[src/rtl/bridge_timer.sv]
// Memory-mapped countdown timer behind the processor bridge: CTRL/PRESET/COUNT
// registers, one-shot or auto-reload countdown, maskable level interrupt.
module bridge_timer (
  input  logic        clk,
  input  logic        reset,
  input  logic [1:0]  Addr,
  input  logic        We,
  input  logic [31:0] DIn,
  output logic [31:0] DOut,
  output logic        IRQ
);

  typedef enum logic [1:0] {IDLE, LOAD, CNT, INT} state_t;

  state_t      state;
  logic [3:0]  ctrl;
  logic [31:0] preset;
  logic [31:0] count;
  logic        pend;

  logic        en;
  logic [1:0]  mode;
  logic        im;

  assign en   = ctrl[0];
  assign mode = ctrl[2:1];
  assign im   = ctrl[3];

  // Decrement that floors at zero so COUNT can never wrap.
  function automatic logic [31:0] sat_dec(input logic [31:0] v);
    return (v > 32'd1) ? (v - 32'd1) : 32'd0;
  endfunction

  always_ff @(posedge clk or negedge reset) begin
    if (!reset) begin
      state  <= IDLE;
      ctrl   <= 4'd0;
      preset <= 32'd0;
      count  <= 32'd0;
      pend   <= 1'b0;
    end else begin
      if (We && (Addr == 2'd1))
        preset <= DIn;

      case (state)
        IDLE: begin
          if (en)
            state <= LOAD;
        end
        LOAD: begin
          count <= preset;
          state <= CNT;
        end
        CNT: begin
          if (!en) begin
            state <= IDLE;
          end else begin
            count <= sat_dec(count);
            if (count <= 32'd1) begin
              pend  <= 1'b1;
              state <= INT;
            end
          end
        end
        INT: begin
          if (mode == 2'b01) begin
            pend  <= 1'b0;
            state <= LOAD;
          end else begin
            ctrl[0] <= 1'b0;
            state   <= IDLE;
          end
        end
        default: state <= IDLE;
      endcase

      // Placed last so a software CTRL write overrides the hardware En/pend updates.
      if (We && (Addr == 2'd0)) begin
        ctrl <= DIn[3:0];
        pend <= 1'b0;
      end
    end
  end

  always_comb begin
    DOut = 32'd0;
    case (Addr)
      2'd0:    DOut = {28'd0, ctrl};
      2'd1:    DOut = preset;
      2'd2:    DOut = count;
      default: DOut = 32'd0;
    endcase
  end

  assign IRQ = pend & im;

endmodule

[config.mk]
export PLATFORM = sky130hd
export DESIGN_NAME = bridge_timer
export DESIGN_NICKNAME = d
export VERILOG_FILES = /design/src/rtl/bridge_timer.sv
export SDC_FILE = /design/constraint.sdc
export NUM_CORES = 1
export LEC_CHECK = 0
export BUFFER_PORTS_ARGS = -buffer_cell sky130_fd_sc_hd__buf_2
export CAP_MARGIN = 20
export CORE_MARGIN = 5
export CORE_UTILIZATION = 60
export CTS_CLUSTER_DIAMETER = 200
export DETAILED_ROUTE_END_ITERATION = 12
export GPL_ROUTABILITY_DRIVEN = 0
export MAX_ROUTING_LAYER = met4
export PLACE_DENSITY = 0.81
export SLEW_MARGIN = 20
export SYNTH_ARGS = -nofsm -noshare
export SYNTH_HDL_FRONTEND = slang
export SYNTH_SLANG_ARGS = --single-unit
[constraint.sdc]
create_clock -name clk -period 6.37 [get_ports clk]
set_input_delay 0 -clock clk [delete_from_list [all_inputs] [get_ports clk]]
set_output_delay 0 -clock clk [all_outputs]
set_load 0.005 [all_outputs]
======== Word-level counts from Yosys, hierarchy flattened ========
Cells that the tools add are included.
storage, ports and cells
  register bits ........................... 71
  output and inout bits ................... 33
operators by class
  reductions and logical operators ........ 11
  bitwise gates (word level) .............. 1
  eq/ne operators ......................... 13
  multiplexer cells ....................... 17
  $lt $le $gt $ge ......................... 2
  add/sub/neg operators ................... 1
operators by type and width
  cell                                                   count
  case mux 32 bit (3 select lines)                       1
  two-way mux 32 bit                                     2
  case mux 32 bit (2 select lines)                       1
  > comparator 32 x 1 -> 1 bit (second input constant)   1
  <= comparator 32 x 1 -> 1 bit (second input constant)  1
  subtractor 32 x 1 -> 32 bit (second input constant)    1
  != test 3 bit (second input constant)                  4
  two-way mux 1 bit                                      8
  case mux 2 bit (4 select lines)                        1
  equality test 2 x 1 -> 1 bit (second input constant)   3
  equality test 2 bit (second input constant)            3
  two-way mux 2 bit                                      3
  AND reduction 2 bit                                    3
  logical NOT 2 bit                                      2
  != test 2 bit (second input constant)                  2
  AND reduction 4 bit                                    1
  nonzero test 2 bit                                     2
  nonzero test 3 bit                                     1
  logical AND 1 bit                                      2
  != test 2 x 1 -> 1 bit (second input constant)         1
  case mux 1 bit (2 select lines)                        1
  AND 1 bit                                              1

======== Depth between registers and ports, before layout ========
Gate-level depths: netlist of run 1.
  depth in word-level cells ............... 5
  depth in mapped cells ................... 9
  depth with buffers taken out ............ 7

======== Worst setup path after synthesis of run 1 ========
OpenSTA, ideal clock, no wires.
  path type ............................... flip-flop to flip-flop
  start point ............................. register count[25]
  end point ............................... register count[4]
  arrival ................................. 2062 ps
  setup slack ............................. 4187 ps
  clock period less this slack ............ 2183 ps
  data required time ...................... 6249 ps
  path buffers ............................ 3
  cell stages (with the launch flop) ...... 9
  cells stage by stage .................... dfrtp_1 buf_6 or4_4 nor4_4 a31o_1 buf_6 buf_12 o21ai_2 a22o_1
between the ends
  cells in the longest elaborated chain, start to end .. 4
RTL lines
  item                              RTL line  text
  from (decl)                       18        logic [31:0] count;
  from (signal assigned)            51        count <= preset;
  from (signal assigned)            58        count <= sat_dec(count);
  > comparator 32 x 1 -> 1 bit      31        return (v > 32'd1) ? (v - 32'd1) : 32'd0;
  two-way mux 32 bit                31
  two-way mux 32 bit                55        if (!en) begin
  case mux 32 bit (2 select lines)  45        case (state)
No other way between the ends. The select of a mux whose other input is x is not followed.
A chain may end at the register's enable or synchronous reset.

======== Final worst setup path of run 1 ========
  start point ............................. register state[0]
  end point ............................... register count[21]
between the ends
  cells in the longest elaborated chain, start to end .. 3
  elaborated cells on any way between the ends .. 6
  those cells by class .................... eq/ne (3); mux (1); reduce/logical (2)
RTL lines
  item                                                                 RTL line  text
  from (decl)                                                          15        state_t state;
  from (signal assigned)                                               36        state <= IDLE;
  from (signal assigned)                                               48        state <= LOAD;
  from (signal assigned)                                               52        state <= CNT;
  equality test 2 bit or equality test 2 x 1 -> 1 bit (tied branches)  45
  != test 2 bit (no line) or nonzero test 2 bit (tied branches)        -
  AND reduction 2 bit (no line)                                        -
Parallel ways exist; a longest one is shown, timed or not.

==> reports/summary.txt, run 1 <==
first-pass GRT wire length: 18700 um
Synth Area per Inst: 10.2 sq um
Mapped Area: 4110 sq um
Crit path required time: 6590 ps
via density per instance: 6.72
Tot GR Track Use: 28.2%
clk root buf: clkbuf_8
Mapped Nets: 443
Startpoint Class: register
Hold Path Class: input pin to register
RSZ-0062 raised after global routing: false
Placed Area: 4430 sq um
Final Hold Slack: 138 ps
Setup TNS Final: 0 ps
dominant cells by area after synthesis: dfrtp_1 (43%), mux2_2 (9.6%), a22o_1 (7.2%)
CTS Buf Count: 9
initial antenna violation count: 0
Starting Density: 61.2%
number of global-route vias before repair: 3805
drt pass-1 iters: 5
core area: 6720 sq um
Max VDD drop: 0.000270 V
max-slew violations: 0
worst-path maximum fanout: 25
status: complete, no violations
P&R area growth vs syn: 20.9%
clk_lat worst skew: 350 ps
leakage: 2.11 nW
commonest non-fill, non-tap cell in the layout: dfrtp_1
worst rel slew slack: 38.2%
Post-synth EDFFs: 0
Final min period: 3510 ps
Max Clk Rate: 0.285 GHz
Final setup viols: 0
Worst EP arrival: 3730 ps
Synth area leader: dfrtp_1
most frequent cells in the layout: dfrtp_1 (71), buf_2 (69), mux2_2 (35)
Seq cells post-synth: 71
Die Y: 92.8 um
Detailed Route Iter0 Violations: 431
I/O pin count: 70
setup skew after layout: 9.59 ps
Crit Path Class: register to register
part of the Yosys area used for sequential elements: 43.2%
gr ovfl total: 0
H-tree depth: 3
Routed wire per std cell: 19.5 um
total of max-cap violations: 0
final net count: 528
Slew @ Worst Pin: 925 ps
ANT cells: 0
Resized Gates After CTS: 0
DR vias: 3858
CTS tree: built
DRC Markers: 0
Post-Syn Instances: 404
Final Power: 1.96 mW
ys flop type: dfrtp_1
Post-DP HPWL: 7440 um
# port buffers: 69
Clock transition at path regs: 70 ps
Die W: 92.8 um
Std-Cell Rows: 30
# fillers: 469
setup bufs post-CTS: 0
die area: 8600 sq um
Final Hold Vio Count: 0
asr flop ratio synth: 100%
period utilization: 55.0%
largest net degree at the start of global routing: 72
maximum clock insertion buffer count: 2
layout cells sized above 1: 28.5%
Routed WL: 11200 um
Synth top area share: 43.2%
final instance area: 4970 sq um
PwrDens: 395 nW/um^2
Unique masters post-synth: 55
clock sink total: 71
yosys warns: 0
Critical Path Sink Type: register
Routed Antenna Nets: 0
final timing paths:
| kind | startpoint | end | slack, ps | cells after the start |
|---|---|---|---|---|
| min in group asynchronous | reset | preset[4]$_DFFE_PN0P_ | 380 | 3 |
| max in group asynchronous | reset | preset[15]$_DFFE_PN0P_ | 5390 | 3 |
| setup reg to reg | state[0]$_DFFE_PN0P_ | count[21]$_DFFE_PN0P_ | 2860 | 5 |
| hold / removal | Addr[0] | ctrl[0]$_DFFE_PN0P_ | 140 | 4 |
| setup / recovery | state[0]$_DFFE_PN0P_ | count[21]$_DFFE_PN0P_ | 2860 | 5 |
| hold reg to reg | preset[28]$_DFFE_PN0P_ | count[28]$_DFFE_PN0P_ | 530 | 2 |
worst max-delay path, cell delays in order (launching register included):
cell      delay, ps
dfrtp_1         630
nor2b_1         830
a21oi_1         190
inv_1           640
nand2_1         570
o311ai_0        510
layer usage:
layer | vias up | wire length, um | GRT usage [%]
met2 | 216 | 5200 | 41.6
li1 | 1747 | - | -
met1 | 1856 | 4680 | 38.3
met5 | - | 0 | -
met3 | 39 | 1040 | 5.69
met4 | 0 | 274 | 11.7
cells by family (layout without fill, tap and decap cells):
kind of cell             after synthesis  count (layout)  share of synthesized area [%]
AO/OA/AOI/OAI                        128             128                           23.6
buffers and inverters                 41             131                           4.84
adder cells (fa/ha/maj)                2               2                          0.609
AND/OR/NAND/NOR                      123             123                           17.1
flip-flops                            71              71                           43.2
multiplexers                          39              39                           10.6
area by class of cell:
cell class	instances	area, sq um	area share, %
multi-input cells	292	2140	43.0
well taps	80	100	2.02
inverters	7	26.3	0.529
clock inverters	4	70.1	1.41
flip-flops and latches	71	1780	35.8
clock buffers	12	135	2.72
repair buffers	108	721	14.5
what timing repair did:
action                                  in CTS  in global routing
endpoints found under the setup margin       0                  0
hold buffers                                33                  0
endpoints found under the hold margin      107                  0
synth_stat cells, types with 4 or more instances:
cell	count
dfrtp_1	71
mux2_2	35
a22o_1	34
nand2_1	25
o21ai_0	21
clkbuf_1	19
nor2_1	17
nand3_1	13
nor4_1	11
a21oi_1	8
a22oi_1	8
a31oi_1	8
buf_2	8
nor3_1	8
or4_1	8
inv_1	7
o211ai_1	6
o311ai_0	6
or3_1	6
nand4_1	5
nor2b_1	5
a221o_1	4
and2_1	4
mux2i_1	4
o21ai_2	4
o22ai_1	4
o31ai_1	4
o41ai_1	4
or2_2	4
through the flow:
stage | cells | setup WS, ps | util (%)
2_1_floorplan | 404 | 4190 | -
3_3_place_gp | 525 | 3190 | 66.0
3_5_place_dp | 525 | 3060 | 66.0
4_1_cts | 574 | 3020 | 73.9
5_1_grt | 574 | 2580 | 73.9
6_report | 574 | 2860 | 73.9
flip-flops by register name (all words and copies together) (netlist names):
register and cells:
count 32, pend 1, preset 32, state 2, ctrl 4
power breakdown:
group	leakage, nW	switching (mW)	internal, mW
Combinational	1.15	0.433	0.337
Sequential	0.853	0.217	0.586
Clock	0.104	0.167	0.220
Total	2.11	0.818	1.14
No activity file was read; power rests on OpenSTA's default activity.
==> run 2, diff against run 1 <==
- CORE_UTILIZATION: 60 -> 51
- PLACE_DENSITY: 0.81 -> 0.73
- clock period: 6.37 -> 3.15 ns (I/O delays scaled with it)
==> reports/summary.txt, run 2 (synthesis gave the netlist of run 1 again) <==
status: complete, no violations (unchanged)
Clock transition at path regs: 80 ps (was 70 ps)
setup skew after layout: 10.8 ps (was 9.59 ps)
Final Hold Slack: 148 ps (was 138 ps)
DRC Markers: 0 (unchanged)
Setup TNS Final: 0 ps (unchanged)
Sw Pwr: 1.67 mW (was 0.818 mW)
die area: 9950 sq um (was 8600 sq um)
HP Start: Addr[0] (unchanged)
Final Hold Vio Count: 0 (unchanged)
clock power share: 20.7% (was 19.7%)
final net count: 536 (was 528)
Max Clk Rate: 0.380 GHz (was 0.285 GHz)
slowest stage delay, CP: 620 ps (was 830 ps)
DR vias: 3898 (was 3858)
core area: 7810 sq um (was 6720 sq um)
Routed WL: 11700 um (was 11200 um)
clk_lat worst skew: 340 ps (was 350 ps)
setup bufs post-CTS: 0 (unchanged)
Routed Antenna Nets: 0 (unchanged)
FF+latch area: 1780 sq um (unchanged)
grt peak-use layer: met2 (unchanged)
Die W: 99.8 um (was 92.8 um)
Placed Area: 4530 sq um (was 4430 sq um)
Resized Gates After CTS: 0 (unchanged)
H-tree depth: 3 (unchanged)
Max VDD drop: 0.000401 V (was 0.000270 V)
layout cells sized above 1: 30.3% (was 28.5%)
Critical path origin: count[25]$_DFFE_PN0P_ (was state[0]$_DFFE_PN0P_)
Startpoint Class: register (unchanged)
# fillers: 636 (was 469)
PwrDens: 797 nW/um^2 (was 395 nW/um^2)
Non-Filler Instances: 604 (was 574)
number of global-route vias before repair: 3796 (was 3805)
Slew @ Worst Pin: 802 ps (was 925 ps)
max-slew violations: 0 (unchanged)
met3 usage: 5.05% (was 5.69%)
commonest non-fill, non-tap cell in the layout: dfrtp_1 (unchanged)
ANT cells: 0 (unchanged)
internal power: 2.39 mW (was 1.14 mW)
final instance area: 5090 sq um (was 4970 sq um)
setup slack, reg-to-reg: 520 ps (was 2860 ps)
leakage: 2.16 nW (was 2.11 nW)
CP max-delay cell: or4_4 (was nor2b_1)
Std-Cell Rows: 32 (was 30)
drt pass-1 iters: 5 (unchanged)
maximum clock insertion buffer count: 2 (unchanged)
CTS Buf Count: 9 (unchanged)
met2 usage: 37.7% (was 41.6%)
Routed wire per std cell: 19.4 um (was 19.5 um)
Hold Path Class: input pin to register (unchanged)
gr ovfl total: 0 (unchanged)
period utilization: 83.5% (was 55.0%)
Final setup viols: 0 (unchanged)
Critical R2R Launch: count[25]$_DFFE_PN0P_ (was state[0]$_DFFE_PN0P_)
Crit path required time: 3390 ps (was 6590 ps)
Critical path buffers and inverters: 1 (unchanged)
worst rel slew slack: 46.4% (was 38.2%)
# hold bufs at CTS: 33 (unchanged)
largest registers: count (32), preset (32), ctrl (4) (unchanged)
Logic pwr share: 39.7% (was 39.3%)
Final min period: 2630 ps (was 3510 ps)
worst setup path endpoint: count[4]$_DFFE_PN0P_ (was count[21]$_DFFE_PN0P_)
Worst path top cell family by delay: simple AND/OR/NAND/NOR gates (unchanged)
Detailed Route Iter0 Violations: 432 (was 431)
sw frac: 41.2% (was 41.7%)
first-pass GRT wire length: 19400 um (was 18700 um)
most frequent cells in the layout: dfrtp_1 (71), buf_2 (69), mux2_2 (35) (unchanged)
via density per instance: 6.45 (was 6.72)
met1 Track Usage GR: 34.0% (was 38.3%)
Crit Reg-Reg Endpoint: count[4]$_DFFE_PN0P_ (was count[21]$_DFFE_PN0P_)
total of max-cap violations: 0 (unchanged)
Tot GR Track Use: 25.1% (was 28.2%)
Starting Density: 52.6% (was 61.2%)
Worst EP arrival: 2870 ps (was 3730 ps)
Multi-input gate area: 2140 sq um (unchanged)
Crit Path Class: register to register (unchanged)
Die Y: 99.8 um (was 92.8 um)
P&R area growth vs syn: 24.0% (was 20.9%)
hold depth: 4 (unchanged)
critical-path cell list: or4_4, nor4_4, a31o_1, buf_4, o21ai_2, a22o_1 (was nor2b_1, a21oi_1, inv_1, nand2_1, o311ai_0)
largest net degree at the start of global routing: 34 (was 72)
initial antenna violation count: 0 (unchanged)
Post-DP HPWL: 8320 um (was 7440 um)
Critical Path Sink Type: register (unchanged)
placed cells: 555 (was 525)
R2R cell count: 6 (was 5)
CTS tree: built (unchanged)
clock sink total: 71 (unchanged)
Seq pwr share: 39.6% (was 41.0%)
worst-path maximum fanout: 15 (was 25)
RSZ-0062 raised after global routing: false (unchanged)
I/O pin count: 70 (unchanged)
Stages on worst setup path: 6 (was 5)
# port buffers: 69 (unchanged)
clk root buf: clkbuf_8 (unchanged)
run 2: cell types whose count changed in the layout (fill, tap and decap cells not counted), sizes merged:
cell	previous run	this run
buf	75	83
clkinvlp	0	2
clkbuf	12	11
clkinv	2	1
run 2: metrics by stage:
step / setup slack [ps] / total power [mW] / utilization [%]
6_report: 519 / 4.06 / 65.2
5_1_grt: 413 / 4.33 / 65.2
4_1_cts: 528 / 4.04 / 65.2
3_5_place_dp: 530 / 3.17 / 58.0
3_3_place_gp: 583 / 3.11 / 58.0
2_1_floorplan: 967 / 2.69 / -
run 2: final cells by class:
type                       instances  area share [%]
tap                              102            2.51
multi-input combinational        292            42.0
clock inverter                     5            1.57
clock buffer                      11            2.97
inverter                           7           0.516
timing repair buffer             116            15.6
sequential                        71            34.9
run 2: worst min path at each step:
stage	endpoint	slack, ps
after global placement	preset[4]$_DFFE_PN0P_	130
final	ctrl[0]$_DFFE_PN0P_	150
after global routing	ctrl[0]$_DFFE_PN0P_	220
after CTS	ctrl[0]$_DFFE_PN0P_	150
after floorplan	count[0]$_DFFE_PN0P_	-300
after detailed placement	preset[4]$_DFFE_PN0P_	130
run 2: power by group through the flow:
stage	clock (mW)	combinational [mW]	sequential [mW]
after floorplan	0	1.27	1.41
after global placement	0	1.53	1.58
after detailed placement	0	1.57	1.60
after CTS	0.849	1.61	1.59
after global routing	0.892	1.78	1.65
final	0.841	1.61	1.61
run 2: worst reg2reg max path, stage by stage, from the launching register on:
cell and delay [ps]:
dfrtp_1 470, or4_4 620, nor4_4 330, a31o_1 560
buf_4 250, o21ai_2 60, a22o_1 230
run 2: metal layers:
metal	up-vias	wire, um
li1	1766	-
met5	-	0
met4	0	288
met1	1919	5140
met2	176	5440
met3	37	826
